[src/rtl/registro_botones_rep.sv]
// N-channel button register with load/shift modes,
// press pulses, hold-to-repeat and sticky event flags.
module registro_botones_rep #(
  parameter int N             = 2,
  parameter int HOLD_CYCLES   = 16,
  parameter int REPEAT_CYCLES = 4
) (
  input  logic         clk,
  input  logic         reset,
  input  logic [1:0]   mode,
  input  logic [N-1:0] d_in,
  input  logic         sin_msb,
  input  logic         sin_lsb,
  input  logic         rep_en,
  input  logic [N-1:0] ack,
  output logic [N-1:0] q,
  output logic [N-1:0] pulse,
  output logic [N-1:0] pending
);

  localparam int MAXC = (HOLD_CYCLES > REPEAT_CYCLES) ?
                        HOLD_CYCLES : REPEAT_CYCLES;
  localparam int CW = $clog2(MAXC + 1);

  localparam logic [CW-1:0] HOLD_C = CW'(HOLD_CYCLES);
  localparam logic [CW-1:0] REP_C  = CW'(REPEAT_CYCLES);
  localparam logic [CW-1:0] ONE_C  = CW'(1);

  localparam logic [1:0] S_IDLE   = 2'd0;
  localparam logic [1:0] S_DELAY  = 2'd1;
  localparam logic [1:0] S_REPEAT = 2'd2;

  localparam logic [1:0] M_HOLD = 2'b00;
  localparam logic [1:0] M_LOAD = 2'b01;
  localparam logic [1:0] M_SHR  = 2'b10;
  localparam logic [1:0] M_SHL  = 2'b11;

  logic [N-1:0]  q_q, q_d;
  logic [N-1:0]  pulse_q, pulse_d;
  logic [N-1:0]  pending_q, pending_d;
  logic [1:0]    st_q  [N];
  logic [1:0]    st_d  [N];
  logic [CW-1:0] cnt_q [N];
  logic [CW-1:0] cnt_d [N];

  // Register next value selected by the operating mode.
  always_comb begin
    q_d = q_q;
    case (mode)
      M_HOLD:  q_d = q_q;
      M_LOAD:  q_d = d_in;
      M_SHR:   q_d = {sin_msb, q_q[N-1:1]};
      M_SHL:   q_d = {q_q[N-2:0], sin_lsb};
      default: q_d = q_q;
    endcase
  end

  // Per-channel press/hold/repeat FSM on the registered state.
  always_comb begin
    for (int i = 0; i < N; i++) begin
      st_d[i]    = st_q[i];
      cnt_d[i]   = cnt_q[i];
      pulse_d[i] = 1'b0;
      if (!q_q[i]) begin
        st_d[i]  = S_IDLE;
        cnt_d[i] = '0;
      end else begin
        case (st_q[i])
          S_IDLE: begin
            pulse_d[i] = 1'b1;
            st_d[i]    = S_DELAY;
            cnt_d[i]   = ONE_C;
          end
          S_DELAY: begin
            if (cnt_q[i] == HOLD_C) begin
              if (rep_en) begin
                pulse_d[i] = 1'b1;
                st_d[i]    = S_REPEAT;
                cnt_d[i]   = ONE_C;
              end
            end else begin
              cnt_d[i] = cnt_q[i] + ONE_C;
            end
          end
          S_REPEAT: begin
            if (cnt_q[i] == REP_C) begin
              pulse_d[i] = rep_en;
              cnt_d[i]   = ONE_C;
            end else begin
              cnt_d[i] = cnt_q[i] + ONE_C;
            end
          end
          default: begin
            st_d[i]  = S_IDLE;
            cnt_d[i] = '0;
          end
        endcase
      end
    end
  end

  // Sticky flags: a new pulse wins over a same-cycle ack.
  always_comb begin
    pending_d = (pending_q & ~ack) | pulse_q;
  end

  // State registers with asynchronous active-high reset.
  always_ff @(posedge clk or posedge reset) begin
    if (reset) begin
      q_q       <= '0;
      pulse_q   <= '0;
      pending_q <= '0;
      for (int i = 0; i < N; i++) begin
        st_q[i]  <= S_IDLE;
        cnt_q[i] <= '0;
      end
    end else begin
      q_q       <= q_d;
      pulse_q   <= pulse_d;
      pending_q <= pending_d;
      for (int i = 0; i < N; i++) begin
        st_q[i]  <= st_d[i];
        cnt_q[i] <= cnt_d[i];
      end
    end
  end

  assign q       = q_q;
  assign pulse   = pulse_q;
  assign pending = pending_q;

endmodule

[config.mk]
export PLATFORM = sky130hd
export DESIGN_NAME = registro_botones_rep
export DESIGN_NICKNAME = d
export VERILOG_FILES = /design/src/rtl/registro_botones_rep.sv
export SDC_FILE = /design/constraint.sdc
export NUM_CORES = 1
export LEC_CHECK = 0
export BUFFER_PORTS_ARGS = -buffer_cell sky130_fd_sc_hd__buf_4
export CAP_MARGIN = 20
export CORE_MARGIN = 10
export CORE_UTILIZATION = 45
export CTS_CLUSTER_SIZE = 24
export DETAILED_ROUTE_END_ITERATION = 10
export GPL_TIMING_DRIVEN = 1
export SETUP_SLACK_MARGIN = 0.05
export SYNTH_ARGS = -nofsm -noshare
export SYNTH_HDL_FRONTEND = slang
export SYNTH_SLANG_ARGS = --single-unit
[constraint.sdc]
create_clock -name clk -period 2.48 [get_ports clk]
set_clock_uncertainty 0.1 [all_clocks]
set_input_delay 0.124 -clock clk [delete_from_list [all_inputs] [get_ports clk]]
set_output_delay 0.124 -clock clk [all_outputs]
set_load 0.01 [all_outputs]
==> results.md <==
* Status: complete, no violations
* Fill cell total of the finished layout at roughly 250
* Fraction of post-synthesis cell area in the top cell type by area at between 30% and 40%
* Total number of yosys warnings at 0
* CP Max Fanout at 6
* Worst endpoint required time at about 2.6 ns
* Post-route fraction of the period consumed by the critical path at 69.3%
* Max-slew violations at 0
* Post-layout net count at 176
* Final weighted congestion in routability-driven placement at between 0.8 and 0.9
* Portion of the post-synthesis area used by sequential elements at about two fifths
* Layout Cells excl Fill at about 180
* Total wirelength of the detailed-routed design at about 2600 um
* RSZ-0062 raised after global routing: false
* Arr. time, crit path at approximately 1.8 ns
* CTS tree: done
* Drt via density at ~5.4
* Most frequent cell after synthesis: sky130_fd_sc_hd__dfrtp_1
* Global-route wire length before repair at approximately 4600 um
* Total vias in the final route at 978
* Peak supply drop at between 0.4 and 0.5 mV
* Area of the core at 0.00273 mm2
* Prevailing post-synth register cell: sky130_fd_sc_hd__dfrtp_1
* CP Capture Type: flop
* H-Tree Depth at 1
* Die boundary width at about 73 um
* Cell Count Post-Placement at ~170
* # port buffers at 16
* Upper clock frequency limit at around 580 MHz
* DRT iter0 DRCs at between 40 and 50
* Worst relative slew slack at 47.4%
* Most numerous cell types in the synthesized netlist: sky130_fd_sc_hd__dfrtp_1, sky130_fd_sc_hd__ha_1, sky130_fd_sc_hd__inv_1
* Area delta synth->final at 20.5%
* Critical path startpoint category: flop
* Synthesized net count at 150
* Share of synthesized registers carrying an async set or reset at 100%
* Top post-synthesis cells by area: sky130_fd_sc_hd__dfrtp_1, sky130_fd_sc_hd__ha_1, sky130_fd_sc_hd__nor3b_2
* Starting density of the core at ~47%
* Total clock buffers created by CTS at 3
* Final-report setup violation count at 0
* Detailed-router iteration count before antenna repair at 4
* Dominant cell type by area after synthesis: sky130_fd_sc_hd__dfrtp_1
* Proportion of layout cells with a drive suffix above 1 at between 20% and 30%
* Number of diodes added for antenna fixing at 0
* Post-route DRC violation count at 0
* Clock sink count at 20
* Post-route minimum period at approximately 1.7 ns
* Setup Total Neg Slack at 0 ns
* Number of antenna violations at the first check in global routing at 0
* Vertical die dimension at 73.3 um
* Clock slew seen by the registers of the worst setup and hold paths at approximately 0.13 ns
* Placement Rows at 19
* Hold Vio Cnt, Final at 0
* Full die area at ~0.0054 mm2
* Clk_lat worst skew at ~0.30 ns
* Cell area after synthesis at 0.00128 mm2
* Measured slew at the worst slew-check pin at roughly 0.8 ns
* Total half-perimeter wirelength after legalization and detailed placement at around 2000 um
* Post-synthesis sequential element count at 20
* PostCTS Resize Cnt at 0
* Cell chosen for the clock root: sky130_fd_sc_hd__clkbuf_4
* Top Ports at 17
* Remaining antenna violation count at 0
* Maximum number of buffers from clock root to sink at 2
* Total of hold buffers inserted after clock tree synthesis at 5
* Synthesized netlist cell count at between 100 and 150
* Number of flops mapped to enable cells by yosys at 0
* GRT Total Usage at roughly a tenth
* Drt wl/cell at 14.4 um
* Largest net degree at the start of global routing at 21
* Static power due to leakage at between 0.7 and 0.8 nW
* Kind of path behind the tightest hold check: input pin to flop
* Post-synthesis cell type count at 32
* Pwr Density at between 700 and 800 mW/mm2
* Layout Utilization at 56.3%
* Vias in the first global route at approximately 990
* Crit Path Category: flop to flop
* Average instance area after synthesis at between 10 and 15 um2
* Setup Buffers After CTS at 0
* Max Cap Violations at 0
* GR Overflow Total at 0
==> critical path: stages (launching register included) <==
cell                       delay, ns
sky130_fd_sc_hd__dfrtp_1        0.44
sky130_fd_sc_hd__inv_1          0.08
sky130_fd_sc_hd__ha_1           0.16
sky130_fd_sc_hd__nor2b_1        0.35
sky130_fd_sc_hd__nand4_1        0.27
sky130_fd_sc_hd__nand3b_1       0.16
sky130_fd_sc_hd__a21oi_1        0.07
==> kinds of logic after synthesis <==
kind of cell / after synthesis / synth area share (%)
fa+ha+maj: 14 / 13.7
xor+xnor: 4 / 2.74
buf+inv: 12 / 3.53
compound gates: 22 / 11.7
flops: 20 / 39.2
mux: 3 / 4.31
simple gates: 50 / 24.9
==> cell usage in the layout, fill, tap and decap left out, drive strengths merged <==
| master | n |
|---|---|
| a211oi | 1 |
| a21boi | 1 |
| a21o | 2 |
| a21oi | 3 |
| a31o | 3 |
| a31oi | 2 |
| a41oi | 1 |
| and4b | 1 |
| buf | 16 |
| bufinv | 1 |
| clkbuf | 3 |
| dfrtp | 20 |
| dlygate4sd3 | 5 |
| ha | 14 |
| inv | 12 |
| mux2i | 1 |
| mux4 | 2 |
| nand2 | 5 |
| nand2b | 5 |
| nand3 | 8 |
| nand3b | 5 |
| nand4 | 3 |
| nor2 | 9 |
| nor2b | 5 |
| nor3b | 7 |
| nor4 | 1 |
| o21ai | 7 |
| o221ai | 1 |
| o22ai | 1 |
| or2b | 1 |
| xor2 | 4 |
==> area by class of cell <==
cell class,count,area [um2],share of cell area [%]
inverter,12,45.0,2.93
multi-input combinational,93,732,47.6
timing repair buffer,21,170,11.1
clock buffer,3,22.5,1.46
tap,31,38.8,2.52
sequential,20,500,32.5
clock inverter,1,30.0,1.95
==> routing by layer <==
metal | part of all wire, % | up-vias | track usage [%] | wire length, um
met5 | 0 | - | 0 | 0
met4 | 0.77 | 0 | 3.80 | 20
met3 | 6.9 | 2 | 3.63 | 179
met2 | 44 | 25 | 15.6 | 1160
met1 | 48 | 462 | 13.9 | 1250
li1 | - | 489 | - | -
==> where the power goes <==
group / switching [mW] / total (mW) / internal (mW)
Sequential: 0.0762 / 0.474 / 0.398
Combinational: 0.250 / 0.465 / 0.215
Clock: 0.110 / 0.273 / 0.163
Total: 0.436 / 1.21 / 0.776
==> final timing paths <==
kind | to | depth (start not counted) | start | slack [ns]
worst max-delay path | cnt_q[7] | 6 | cnt_q[5] | 0.76
worst min-delay path | pulse[0] | 3 | rep_en | 0.02
worst max register to register | cnt_q[7] | 6 | cnt_q[5] | 0.76
worst min register to register | pending[1] | 1 | pulse[1] | 0.38
max in group asynchronous | st_q[0] | 3 | reset | 1.38
min in group asynchronous | cnt_q[8] | 3 | reset | 0.41
==> state kept, by name, summed over array words and instances (netlist names) <==
name,count
q,2
st_q,4
cnt_q,10
pulse,2
pending,2
==> per-stage QoR <==
step                hold slack, ns  worst slack (ns)  power (mW)  cell area [um2]
floorplan                  -0.0122              1.00       0.787             1280
global placement             0.221             0.809       0.928             1440
detailed placement           0.221             0.763       0.943             1440
CTS                         0.0151             0.749        1.23             1540
global route                0.0178             0.648        1.32             1540
finish                      0.0243             0.762        1.21             1540
(Power assumes the default switching activity.)
